<file path="src/rtl/vga_pkg.sv">
// Shared definitions for the VGA timing generator: mode encodings, the 8-entry
// 4-bit-per-channel palette and the default 640x480@60 timing.
package vga_pkg;

    typedef enum logic [1:0] {
        MODE_SOLID = 2'd0,
        MODE_BARS  = 2'd1,
        MODE_CHECK = 2'd2,
        MODE_EXT   = 2'd3
    } vga_mode_e;

    localparam int DEF_H_ACTIVE = 640;
    localparam int DEF_H_FP     = 16;
    localparam int DEF_H_SYNC   = 96;
    localparam int DEF_H_BP     = 48;
    localparam int DEF_V_ACTIVE = 480;
    localparam int DEF_V_FP     = 10;
    localparam int DEF_V_SYNC   = 2;
    localparam int DEF_V_BP     = 33;

    // Entry i lives at PALETTE[i]; each entry is {R,G,B} nibbles.
    localparam logic [7:0][11:0] PALETTE = {
        12'hFFF, 12'hFF0, 12'hF80, 12'hF00,
        12'h00F, 12'h060, 12'hF19, 12'h000
    };

    function automatic logic [11:0] palette_rgb(input logic [2:0] idx);
        return PALETTE[idx];
    endfunction

endpackage

</file>
<file path="src/rtl/vga_axis_counter.sv">
// One timing axis: position counter with wrap strobe, active-region flag and
// sync level. Used once per line (horizontal) and once per frame (vertical).
module vga_axis_counter #(
    parameter int ACTIVE = 640,
    parameter int FP     = 16,
    parameter int SYNC   = 96,
    parameter int BP     = 48,
    parameter bit POL    = 1'b0,
    parameter int CNT_W  = 11
) (
    input  logic             clk,
    input  logic             rst_n,
    input  logic             en_i,
    output logic [CNT_W-1:0] cnt_o,
    output logic             wrap_o,
    output logic             active_o,
    output logic             sync_o
);
    localparam logic [CNT_W-1:0] LAST     = CNT_W'(ACTIVE + FP + SYNC + BP - 1);
    localparam logic [CNT_W-1:0] ACT_END  = CNT_W'(ACTIVE);
    localparam logic [CNT_W-1:0] SYNC_BEG = CNT_W'(ACTIVE + FP);
    localparam logic [CNT_W-1:0] SYNC_END = CNT_W'(ACTIVE + FP + SYNC);

    logic [CNT_W-1:0] cnt_q, cnt_d;

    // wrap_o fires on the enabled cycle that takes the count back to zero.
    assign wrap_o = en_i && (cnt_q == LAST);

    always_comb begin
        cnt_d = cnt_q;
        if (wrap_o) begin
            cnt_d = '0;
        end else if (en_i) begin
            cnt_d = cnt_q + CNT_W'(1);
        end
    end

    always_ff @(posedge clk or negedge rst_n) begin
        if (!rst_n) begin
            cnt_q <= '0;
        end else begin
            cnt_q <= cnt_d;
        end
    end

    assign cnt_o    = cnt_q;
    assign active_o = (cnt_q < ACT_END);
    assign sync_o   = ((cnt_q >= SYNC_BEG) && (cnt_q < SYNC_END)) ? POL : ~POL;

endmodule

</file>
<file path="src/rtl/vga_timing_gen.sv">
// Parametrised VGA timing and pixel generator with built-in test patterns,
// external pixel input and frame-synchronous mode/select switching.
module vga_timing_gen
    import vga_pkg::*;
#(
    parameter int H_ACTIVE  = DEF_H_ACTIVE,
    parameter int H_FP      = DEF_H_FP,
    parameter int H_SYNC    = DEF_H_SYNC,
    parameter int H_BP      = DEF_H_BP,
    parameter int V_ACTIVE  = DEF_V_ACTIVE,
    parameter int V_FP      = DEF_V_FP,
    parameter int V_SYNC    = DEF_V_SYNC,
    parameter int V_BP      = DEF_V_BP,
    parameter bit H_POL     = 1'b0,
    parameter bit V_POL     = 1'b0,
    parameter int CLK_DIV   = 4,
    parameter int COLOR_W   = 4,
    parameter int CHK_SHIFT = 5,
    parameter int CNT_W     = 11
) (
    input  logic                 clk,
    input  logic                 rst_n,
    input  logic [1:0]           mode,
    input  logic [7:0]           sel,
    input  logic [3*COLOR_W-1:0] pix_in,
    output logic [CNT_W-1:0]     pix_x,
    output logic [CNT_W-1:0]     pix_y,
    output logic                 Hsync,
    output logic                 Vsync,
    output logic                 de,
    output logic [COLOR_W-1:0]   vgaRed,
    output logic [COLOR_W-1:0]   vgaGreen,
    output logic [COLOR_W-1:0]   vgaBlue,
    output logic                 frame_start,
    output logic [15:0]          frame_cnt
);
    localparam int DIV_W = (CLK_DIV > 1) ? $clog2(CLK_DIV) : 1;
    localparam logic [DIV_W-1:0] DIV_LAST = DIV_W'(CLK_DIV - 1);
    localparam int BAR_W = CNT_W + 3;
    localparam int RGB_W = 3 * COLOR_W;

    logic [DIV_W-1:0] div_cnt_q, div_cnt_d;
    logic             pix_en;
    logic [CNT_W-1:0] h, v;
    logic             h_wrap, v_wrap, h_act, v_act, h_sync, v_sync;

    vga_mode_e        mode_q, mode_d;
    logic [7:0]       sel_q, sel_d;
    logic             hsync_q, hsync_d, vsync_q, vsync_d, de_q, de_d;
    logic [RGB_W-1:0] rgb_q, rgb_d;
    logic             frame_start_q, frame_start_d;
    logic [15:0]      frame_cnt_q, frame_cnt_d;

    assign pix_en    = (div_cnt_q == DIV_LAST);
    assign div_cnt_d = pix_en ? '0 : div_cnt_q + DIV_W'(1);

    vga_axis_counter #(
        .ACTIVE(H_ACTIVE), .FP(H_FP), .SYNC(H_SYNC), .BP(H_BP), .POL(H_POL), .CNT_W(CNT_W)
    ) u_h_axis (
        .clk(clk), .rst_n(rst_n), .en_i(pix_en),
        .cnt_o(h), .wrap_o(h_wrap), .active_o(h_act), .sync_o(h_sync)
    );

    vga_axis_counter #(
        .ACTIVE(V_ACTIVE), .FP(V_FP), .SYNC(V_SYNC), .BP(V_BP), .POL(V_POL), .CNT_W(CNT_W)
    ) u_v_axis (
        .clk(clk), .rst_n(rst_n), .en_i(h_wrap),
        .cnt_o(v), .wrap_o(v_wrap), .active_o(v_act), .sync_o(v_sync)
    );

    // Solid mode: only an exact one-hot select picks a palette entry.
    logic [7:0] sel_hit;
    // Bars: bar_ge[i] is set when (h*8)/H_ACTIVE >= i, avoiding a divider.
    logic [7:1] bar_ge;
    genvar gi;
    generate
        for (gi = 0; gi < 8; gi++) begin : g_sel_hit
            assign sel_hit[gi] = (sel_q == 8'(1 << gi));
        end
        for (gi = 1; gi < 8; gi++) begin : g_bar_ge
            assign bar_ge[gi] = ({h, 3'b000} >= BAR_W'(gi * H_ACTIVE));
        end
    endgenerate

    logic [2:0]       solid_idx, bar_idx, pal_idx;
    logic             use_ext;
    logic [11:0]      pal_rgb;
    logic [RGB_W-1:0] pat_rgb;

    function automatic logic [COLOR_W-1:0] expand(input logic [3:0] nib);
        return COLOR_W'(nib) << (COLOR_W - 4);
    endfunction

    always_comb begin
        solid_idx = 3'd7;
        bar_idx   = 3'd0;
        for (int i = 0; i < 8; i++) begin
            if (sel_hit[i]) solid_idx = 3'(i);
        end
        for (int i = 1; i < 8; i++) begin
            if (bar_ge[i]) bar_idx = 3'(i);
        end
    end

    always_comb begin
        pal_idx = solid_idx;
        use_ext = 1'b0;
        case (mode_q)
            MODE_SOLID: pal_idx = solid_idx;
            MODE_BARS:  pal_idx = bar_idx;
            MODE_CHECK: pal_idx = (h[CHK_SHIFT] ^ v[CHK_SHIFT]) ? 3'd7 : 3'd0;
            default:    use_ext = 1'b1;
        endcase
    end

    assign pal_rgb = palette_rgb(pal_idx);
    assign pat_rgb = use_ext ? pix_in
                             : {expand(pal_rgb[11:8]), expand(pal_rgb[7:4]), expand(pal_rgb[3:0])};

    // Output stage samples the pre-advance position, so it trails pix_x/pix_y by one pixel.
    always_comb begin
        hsync_d       = hsync_q;
        vsync_d       = vsync_q;
        de_d          = de_q;
        rgb_d         = rgb_q;
        if (pix_en) begin
            hsync_d = h_sync;
            vsync_d = v_sync;
            de_d    = h_act && v_act;
            rgb_d   = (h_act && v_act) ? pat_rgb : '0;
        end
        frame_start_d = v_wrap;
        frame_cnt_d   = v_wrap ? frame_cnt_q + 16'd1 : frame_cnt_q;
        mode_d        = v_wrap ? vga_mode_e'(mode) : mode_q;
        sel_d         = v_wrap ? sel : sel_q;
    end

    always_ff @(posedge clk or negedge rst_n) begin
        if (!rst_n) begin
            div_cnt_q     <= '0;
            hsync_q       <= ~H_POL;
            vsync_q       <= ~V_POL;
            de_q          <= 1'b0;
            rgb_q         <= '0;
            frame_start_q <= 1'b0;
            frame_cnt_q   <= '0;
            mode_q        <= MODE_SOLID;
            sel_q         <= '0;
        end else begin
            div_cnt_q     <= div_cnt_d;
            hsync_q       <= hsync_d;
            vsync_q       <= vsync_d;
            de_q          <= de_d;
            rgb_q         <= rgb_d;
            frame_start_q <= frame_start_d;
            frame_cnt_q   <= frame_cnt_d;
            mode_q        <= mode_d;
            sel_q         <= sel_d;
        end
    end

    assign pix_x       = h;
    assign pix_y       = v;
    assign Hsync       = hsync_q;
    assign Vsync       = vsync_q;
    assign de          = de_q;
    assign vgaRed      = rgb_q[3*COLOR_W-1:2*COLOR_W];
    assign vgaGreen    = rgb_q[2*COLOR_W-1:COLOR_W];
    assign vgaBlue     = rgb_q[COLOR_W-1:0];
    assign frame_start = frame_start_q;
    assign frame_cnt   = frame_cnt_q;

endmodule
</file>
<file path="config.mk">
export PLATFORM = sky130hd
export DESIGN_NAME = vga_timing_gen
export DESIGN_NICKNAME = d
export VERILOG_FILES = /design/src/rtl/vga_pkg.sv /design/src/rtl/vga_axis_counter.sv /design/src/rtl/vga_timing_gen.sv
export SDC_FILE = /design/constraint.sdc
export NUM_CORES = 1
export LEC_CHECK = 0
export CAP_MARGIN = 20
export CELL_PAD_IN_SITES_DETAIL_PLACEMENT = 1
export CELL_PAD_IN_SITES_GLOBAL_PLACEMENT = 2
export CORE_ASPECT_RATIO = 0.7
export CORE_MARGIN = 10
export CORE_UTILIZATION = 35
export DETAILED_ROUTE_END_ITERATION = 10
export DONT_BUFFER_PORTS = 1
export GPL_TIMING_DRIVEN = 1
export PLACE_DENSITY = 0.71
export SLEW_MARGIN = 20
export SYNTH_ARGS = -nofsm -noshare
export SYNTH_HDL_FRONTEND = slang
export SYNTH_HIERARCHICAL = 1
export SYNTH_SLANG_ARGS = --single-unit
</file>
<file path="constraint.sdc">
create_clock -name clk -period 3 [get_ports clk]
set_input_delay 0.6 -clock clk [delete_from_list [all_inputs] [get_ports clk]]
set_output_delay 0.6 -clock clk [all_outputs]
set_load 0.02 [all_outputs]
</file>
Word-level counts from Yosys, hierarchy flattened
Memories as Yosys holds them, arrays and structs flattened.
Index checks and enable logic that the tools add are counted.

storage, ports and cells
  register bits = 66
  latch bits = 0
  bits in writable memories = 0
  ROM bits = 96
  bits of input ports = 24
  output and inout port bits = 54
  logic and storage cells = 80
  memories = 1

cells by class
  add/sub/neg operators = 4
  $mul = 0
  div/mod/pow operators = 0
  $lt $le $gt $ge = 14
  equality and inequality tests = 13
  shift-type cells = 0
  multiplexer cells = 27
  bitwise gates (word level) = 1
  reductions and logical operators = 9

memory list
  memory            words  width  read ports  clocked after memory_dff  wr ports  RTL line       RTL
  (name not given)  8      12     1           0                         0         vga_pkg.sv:28  return PALETTE[idx];

operator list
  cell                                                                      number
  3-bit 2-to-1 mux                                                          15
  11-bit 2-to-1 mux                                                         4
  14-bit by 12-bit >= comparator with 1-bit output (second input constant)  3
  12-bit 2-to-1 mux                                                         3
  14-bit by 11-bit >= comparator with 1-bit output (second input constant)  2
  11-bit by 1-bit adder with 11-bit output (second input constant)          2
  11-bit by 10-bit == test with 1-bit output (second input constant)        2
  11-bit by 10-bit < comparator with 1-bit output (second input constant)   2
  11-bit by 9-bit < comparator with 1-bit output (second input constant)    2
  16-bit by 1-bit adder with 16-bit output (second input constant)          1
  14-bit by 10-bit >= comparator with 1-bit output (second input constant)  1
  14-bit by 13-bit >= comparator with 1-bit output (second input constant)  1
  11-bit by 10-bit >= comparator with 1-bit output (second input constant)  1
  11-bit by 9-bit >= comparator with 1-bit output (second input constant)   1
  8-bit by 1-bit == test with 1-bit output (second input constant)          1
  8-bit by 2-bit == test with 1-bit output (second input constant)          1
  8-bit by 3-bit == test with 1-bit output (second input constant)          1
  8-bit by 4-bit == test with 1-bit output (second input constant)          1
  8-bit by 5-bit == test with 1-bit output (second input constant)          1
  8-bit by 6-bit == test with 1-bit output (second input constant)          1
  8-bit by 7-bit == test with 1-bit output (second input constant)          1
  8-bit == test (second input constant)                                     1
  3-bit one-hot mux with 2 select lines                                     1
  1-bit logical AND                                                         5
  other kinds (10)                                                          14

Logic depth before layout (Yosys ltp)
Gate-level depths: netlist of run 1.

  word-level depth = 14
  mapped depth = 12
  depth with buffers taken out = 10

Cells and area by module
Netlist of run 1, hierarchy kept.

modules (own cells, without submodules)
  module                        times used  cells an instance  area an instance (µm²)  seq. area each (µm²)
  vga_timing_gen                1           222                2306.0                  1103.6
  vga_axis_counter at u_h_axis  1           63                 608.1                   275.3
  vga_axis_counter at u_v_axis  1           54                 596.8                   275.3

Worst setup path after synthesis of run 1
No wires, ideal clock.

  path type = register to register
  start point = reg u_h_axis.cnt_q[4] (netlist: u_h_axis/cnt_o[4])
  end point = reg frame_cnt_q[11] (netlist: frame_cnt[11])
  setup time = 80 ps
  data arrival time = 3156 ps
  required time = 2920 ps
  setup slack = -235 ps
  stages on the path, launching flop included = 12
  buffers on the path = 2
  clock period less this slack = 3235 ps
  cell sequence = dfrtp_1 > buf_2 > or4b_4 > nor4_4 > nand3_1 > nor3_4 > buf_2 > nand3_1 > nor2_1 > nand3_1 > nor2_1 > xor2_1

on the way
  longest elaborated chain between the ends = 3

RTL lines
  element                                     RTL line                RTL
  start: declaration                          vga_axis_counter.sv:24  logic [CNT_W-1:0] cnt_q, cnt_d;
  start signal: assignment                    vga_axis_counter.sv:42  cnt_q <= cnt_d;
  11-bit by 10-bit == test with 1-bit output  vga_axis_counter.sv:27  assign wrap_o = en_i && (cnt_q == LAST);
  1-bit logical AND                           vga_axis_counter.sv:27
  net h_wrap                                  vga_timing_gen.sv:45    logic h_wrap, v_wrap, h_act, v_act, h_sync, v_sync;
  1-bit logical AND                           vga_axis_counter.sv:27
  net frame_start_d                           vga_timing_gen.sv:51    logic frame_start_q, frame_start_d;
  end signal: assignment                      vga_timing_gen.sv:156   frame_cnt_q <= frame_cnt_d;
  end: declaration                            vga_timing_gen.sv:52    logic [15:0] frame_cnt_q, frame_cnt_d;

The timed path passes the listed nets, and every way through them passes these cells.
A chain may end at the register's enable or synchronous reset.

Final worst setup path of run 1
  start point = reg u_h_axis.cnt_q[5] (netlist: u_h_axis/cnt_o[5])
  end point = reg frame_cnt_q[10] (netlist: frame_cnt[10])

The elaborated chain is that of the path after synthesis.

==> flow_metrics.tcl, run 1 <==
set metrics [dict create \
    drive_above_1_share_pct 16.4 \
    layout_common_cells "61 x dfrtp_1, 22 x nand2_1, 20 x a21oi_1, 17 x xnor2_1" \
    ys_warn_count 6 \
    startpoint_type "flop" \
    clockBufferDepth 2 \
    ys_ff_latch 66 \
    seq_power_share_pct 43.8 \
    row_count 30 \
    period_needed_ns 2.63 \
    final_util_pct 42.1 \
    synth_top_family_by_area "simple AND/OR/NAND/NOR gates" \
    avgSynthCellArea_um2 10.4 \
    clock_latency_ns 0.33 \
    synth_edf_count 0 \
    tightest_slew_ns 0.780 \
    chipWidth_um 140 \
    synth_adder_area_share_pct 3.14 \
    grt_overflow_total 0 \
    via_count 2643 \
    synthSimpleGateAreaFrac_pct 22.2 \
    p_comb_share_pct 1.8 \
    end_kind "flop" \
    fp.dieArea_um2 14500 \
    antenna_cells 0 \
    wl_per_cell_um 21.0 \
    netSwitchingFraction_pct 20.6 \
    r2r_cells 9 \
    cp_max_fo 3 \
    synth_compound_area_share_pct 13.7 \
    portBuffers 0 \
    synth_nets 371 \
    r2r-start "u_h_axis/cnt_o[5]$_DFFE_PN0P_" \
    synthXorXnorAreaFrac_pct 7.95 \
    setup_violations 0 \
    p_int_mw 1.66 \
    vdd_drop_max_uv 286 \
    final.setup.tns_ns 0 \
    maxCapViolCount 0 \
    ios 78 \
    coreArea_um2 9720 \
    grt_max_degree 65 \
    final_nets 387 \
    rsz0062_at_grt "no" \
    p_per_area_nw_per_um2 511 \
    timing.final.crit_share_pct 87.8 \
    drt_iter0_drc 115 \
    maxSlewHeadroom_pct 47.8 \
    worst_clock_skew_ns 0.00486 \
    cts_sinks 66 \
    hold_violations 0 \
    netlist_area_um2 3510 \
    track_usage_pct 14.1 \
    die_y_um 104 \
    power.leakage_nw 1.75 \
    grt_pass1_wl_um 16400 \
    synth_mux_area_share_pct 3.17 \
    power.switching_mw 0.431 \
    synthFlopType "dfrtp_1" \
    clkPwrFrac_pct 54.3 \
    place.gp.congestion 0.755 \
    drt_pass1_iterations 4 \
    start_util_pct 36.1 \
    ctsRootBufferMaster "clkbuf_16" \
    reg2reg_to "frame_cnt[10]$_DFFE_PN0P_" \
    ys_async_sr_fraction_pct 100 \
    antenna_found_initial 0 \
    viasPerCell 5.42 \
    area_growth_pct 16.5 \
    drc_errors 0 \
    crit_arrival_ns 2.83 \
    seq_area_frac_synth_pct 47.1 \
    outcome "finished, final reports clean" \
    netlist_instances 339 \
    fmax_mhz 380 \
    worst-r2r-setup-slack_ns 0.37 \
    cts_htree_levels 3 \
    drt-total-wl_um 10300 \
    final_common_cell "dfrtp_1" \
    cts_tree "built" \
    dp_hpwl_um 7400 \
    critical_path_class "reg -> reg" \
    grt_pass1_vias 2719 \
    drv_slew 0 \
    holdCritPathClass "in -> async" \
    yosys.cell_types.count 62 \
    cp_data_required_time_ns 3.20 \
    numCtsBuffers 9 \
    clkSlewWorstSetupHoldPaths_ns 0.05 \
    antenna_left 0 \
    power_mw 2.09 \
]
## synth_stat cells, drive strengths merged, types with 2 or more instances
cell type | n | area [um^2]
dfrtp | 64 | 1600
nand2 | 22 | 82.6
a21oi | 20 | 100
xnor2 | 17 | 149
o21ai | 16 | 80.1
nor2 | 15 | 56.3
nand2b | 14 | 87.6
nand3 | 14 | 70.1
xor2 | 14 | 130
inv | 13 | 48.8
nor2b | 12 | 75.1
nor3 | 11 | 66.3
mux2 | 9 | 101
nand4 | 9 | 56.3
ha | 8 | 100
buf | 7 | 33.8
o31ai | 6 | 45.0
and3 | 5 | 32.5
o211ai | 5 | 42.5
or4 | 5 | 37.5
or4b | 5 | 61.3
nor4 | 4 | 40.0
and4 | 3 | 27.5
clkbuf | 3 | 11.3
a21o | 2 | 15.0
a22oi | 2 | 15.0
a2bb2oi | 2 | 17.5
and2 | 2 | 12.5
and3b | 2 | 17.5
dfstp | 2 | 52.6
nor3b | 2 | 15.0
o22ai | 2 | 12.5
o311ai | 2 | 25.0
or3b | 2 | 17.5
## power by group through the flow
| stage | combinational [mW] | sequential [mW] | clock, mW |
|---|---|---|---|
| after floorplan | 0.0149 | 0.929 | 0 |
| after global placement | 0.0166 | 0.932 | 0 |
| after detailed placement | 0.0177 | 0.933 | 0 |
| after CTS | 0.0405 | 0.917 | 1.17 |
| after global routing | 0.0456 | 0.917 | 1.21 |
| final | 0.0383 | 0.916 | 1.14 |
## worst max-delay path: stages (launching register included)
cell	delay [ns]
dfrtp_2	0.40
or4b_4	0.56
nor4_4	0.32
nand3_2	0.17
nor3_4	0.21
nand4_1	0.17
nor2_1	0.25
and2_1	0.20
nand2_1	0.07
xnor2_1	0.15
## how the worst max path moves through the flow
stage	startpoint	end	slack [ns]	depth (start not counted)
floorplan	u_h_axis/cnt_o[5]$_DFFE_PN0P_	frame_cnt[11]$_DFFE_PN0P_	0.002	10
global placement	u_h_axis/cnt_o[5]$_DFFE_PN0P_	frame_cnt[10]$_DFFE_PN0P_	0.43	9
detailed placement	u_h_axis/cnt_o[5]$_DFFE_PN0P_	frame_cnt[10]$_DFFE_PN0P_	0.34	9
CTS	u_h_axis/cnt_o[5]$_DFFE_PN0P_	frame_cnt[10]$_DFFE_PN0P_	0.32	9
global route	u_h_axis/cnt_o[5]$_DFFE_PN0P_	frame_cnt[10]$_DFFE_PN0P_	0.16	9
finish	u_h_axis/cnt_o[5]$_DFFE_PN0P_	frame_cnt[10]$_DFFE_PN0P_	0.37	9
## cell type report
type	count	area [um^2]
clock buffers	11	243
clock inverters	5	77.6
fillers	1068	5630
inverters	13	48.8
multi-input cells	250	1770
flip-flops and latches	66	1660
well taps	128	160
repair buffers	15	133
## timing repair
action                    CTS  global route
gates resized for setup     0             0
buffers inserted            0             0
hold buffers                1             0
hold endpoints to repair   64             0
## cell families after synthesis
group	after synthesis
AND/OR/NAND/NOR	130
AO/OA/AOI/OAI	70
flip-flops	66
XOR/XNOR	31
buffers and inverters	23
multiplexers	10
adder cells (fa/ha/maj)	9
## through the flow
| stage | instance area, um^2 | hold slack, ns | setup slack, ns | std cells |
|---|---|---|---|---|
| after floorplan | 3530 | 0.304 | 0.00238 | 339 |
| after global placement | 3740 | 0.307 | 0.433 | 471 |
| after detailed placement | 3740 | 0.306 | 0.336 | 471 |
| after CTS | 4090 | 0.0947 | 0.321 | 488 |
| after global routing | 4090 | 0.0910 | 0.156 | 488 |
| final | 4090 | 0.112 | 0.367 | 488 |
## per-layer routing
metal | track usage [%] | up-vias | share of wire, %
li1 | - | 1258 | -
met1 | 18.7 | 1324 | 48
met2 | 20.3 | 50 | 44
met3 | 5.34 | 11 | 6.3
met4 | 4.85 | 0 | 1.3
met5 | 0 | - | 0
## state kept, by name, summed over array words and instances (netlist names)
name,flops
div_cnt_q,2
Vsync,1
frame_cnt,16
rgb_q,12
de,1
u_v_axis/cnt_o,11
frame_start,1
u_h_axis/cnt_o,11
mode_q,2
sel_q,8
Hsync,1
Power figures use the tool's default switching activity.
==> inputs of run 2 (changes only) <==
CORE_MARGIN = unset   (was 10)
RECOVER_POWER = 100   (was unset)
==> flow_metrics.tcl, run 2 (synthesized netlist as in run 1, its figures left out) <==
set metrics [dict create \
    cts_sinks 66 \
    p_comb_share_pct 1.7 \
    drt_iter0_drc 108 \
    final_common_cell "dfrtp_1" \
    grt_pass1_wl_um 15400 \
    cts_resized 0 \
    outcome "finished with violations" \
    crit_arrival_ns 2.92 \
    holdCritPathClass "in -> async" \
    worst-path-buf-inv 1 \
    hold_violations 0 \
    fp.dieArea_um2 10400 \
    seq_power_share_pct 46.1 \
    power.leakage_nw 1.68 \
    dp_hpwl_um 6690 \
    wl_per_cell_um 19.2 \
    viasPerCell 5.58 \
    startpoint_type "flop" \
    clkSlewWorstSetupHoldPaths_ns 0.05 \
    drv_slew 65 \
    cp_data_required_time_ns 3.21 \
    grt_overflow_total 0 \
    end_kind "flop" \
    vdd_drop_max_uv 277 \
    slowest_stage "or4b_4" \
    row_count 30 \
    coreArea_um2 9720 \
    drt-total-wl_um 9370 \
    start_util_pct 36.1 \
    netSwitchingFraction_pct 20.9 \
    worst_clock_skew_ns 0.00548 \
    p_per_area_nw_per_um2 499 \
    track_usage_pct 19.6 \
    final.setup.tns_ns 0 \
    cts_setup_buffers 0 \
    largest_reg_flops 16 \
    power_mw 1.99 \
    ctsRootBufferMaster "clkbuf_16" \
    clockBufferDepth 2 \
    die_y_um 85.8 \
    numCtsBuffers 9 \
    fmax_mhz 369 \
    area_growth_pct 13.5 \
    maxCapViolCount 1 \
    p_int_mw 1.57 \
    clock_latency_ns 0.33 \
    cp_max_fo 22 \
    maxSlewHeadroom_pct -7.64 \
    rsz0062_at_grt "no" \
    violations "capacitance limit, slew limit" \
    crit_path_max_incr_delay_ns 0.57 \
    cts_htree_levels 3 \
    chipWidth_um 122 \
    antenna_found_initial 0 \
    layout_common_cells "61 x dfrtp_1, 22 x nand2_1, 20 x a21oi_1, 17 x xnor2_1" \
    portBuffers 0 \
    timing.final.crit_share_pct 90.4 \
    via_count 2718 \
    setup_violations 0 \
    grt_max_degree 65 \
    crit_chain "or4b_4 -> nor4_4 -> nand3_1 -> nor3_4 -> clkbuf_2 -> mux2_2" \
    critical_path_class "reg -> reg" \
    power.switching_mw 0.415 \
    clkPwrFrac_pct 52.2 \
    tightest_slew_ns 1.61 \
    cts_tree "built" \
    place.gp.congestion 0.759 \
    grt_pass1_vias 2866 \
    final_nets 386 \
    period_needed_ns 2.71 \
    drive_above_1_share_pct 12.0 \
    antenna_cells 0 \
    cp_top_family "simple AND/OR/NAND/NOR gates" \
    drt_pass1_iterations 4 \
    ios 78 \
    drc_errors 0 \
    antenna_left 0 \
]
run 2: what timing repair did:
action,in CTS,in global routing
hold endpoints to repair,64,0
setup endpoints to repair,0,0
hold buffers,1,0
run 2: worst paths after layout:
path,startpoint,endpoint,slack [ns],cells after the start
max,u_h_axis/cnt_o[5]$_DFFE_PN0P_,frame_cnt[1]$_DFFE_PN0P_,0.29,6
min,rst_n,Vsync$_DFFE_PN1P_,0.11,0
max reg2reg,u_h_axis/cnt_o[5]$_DFFE_PN0P_,frame_cnt[1]$_DFFE_PN0P_,0.29,6
min reg2reg,div_cnt_q[0]$_DFF_PN0_,div_cnt_q[0]$_DFF_PN0_,0.44,1
max in group asynchronous,rst_n,u_h_axis/cnt_o[6]$_DFFE_PN0P_,1.23,1
min in group clk,mode[1],mode_q[1]$_DFFE_PN0P_,0.39,2
run 2: layout make-up:
class | instances | area [um^2]
Tap cell | 128 | 160
Clock buffer | 13 | 250
Fill cell | 1093 | 5740
Clock inverter | 3 | 40.0
Timing Repair Buffer | 14 | 62.6
Inverter | 13 | 48.8
Sequential cell | 66 | 1660
Multi-Input combinational cell | 250 | 1770
run 2: metal layers:
layer | global-route usage [%] | share of wire [%]
met5 | 0 | 0
met1 | 26.6 | 49
met4 | 6.73 | 1.4
met3 | 6.05 | 4.8
met2 | 29.8 | 45
run 2: power by group through the flow:
stage	sequential, mW	clock (mW)	combinational (mW)
after floorplan	0.929	0	0.0149
after global placement	0.931	0	0.0167
after detailed placement	0.931	0	0.0181
after CTS	0.916	1.08	0.0403
after global routing	0.916	1.11	0.0418
final	0.916	1.04	0.0346
run 2: through the flow:
stage | std cells | util [%] | hold WS, ns | worst slack (ns) | instance area, um^2
finish | 487 | 41.0 | 0.113 | 0.289 | 3990
detailed placement | 470 | 38.4 | 0.305 | 0.366 | 3730
CTS | 487 | 41.7 | 0.0971 | 0.359 | 4050
floorplan | 339 | - | 0.304 | 0.00238 | 3530
global placement | 470 | 38.4 | 0.305 | 0.448 | 3730
global route | 487 | 41.0 | 0.0934 | 0.0857 | 3990
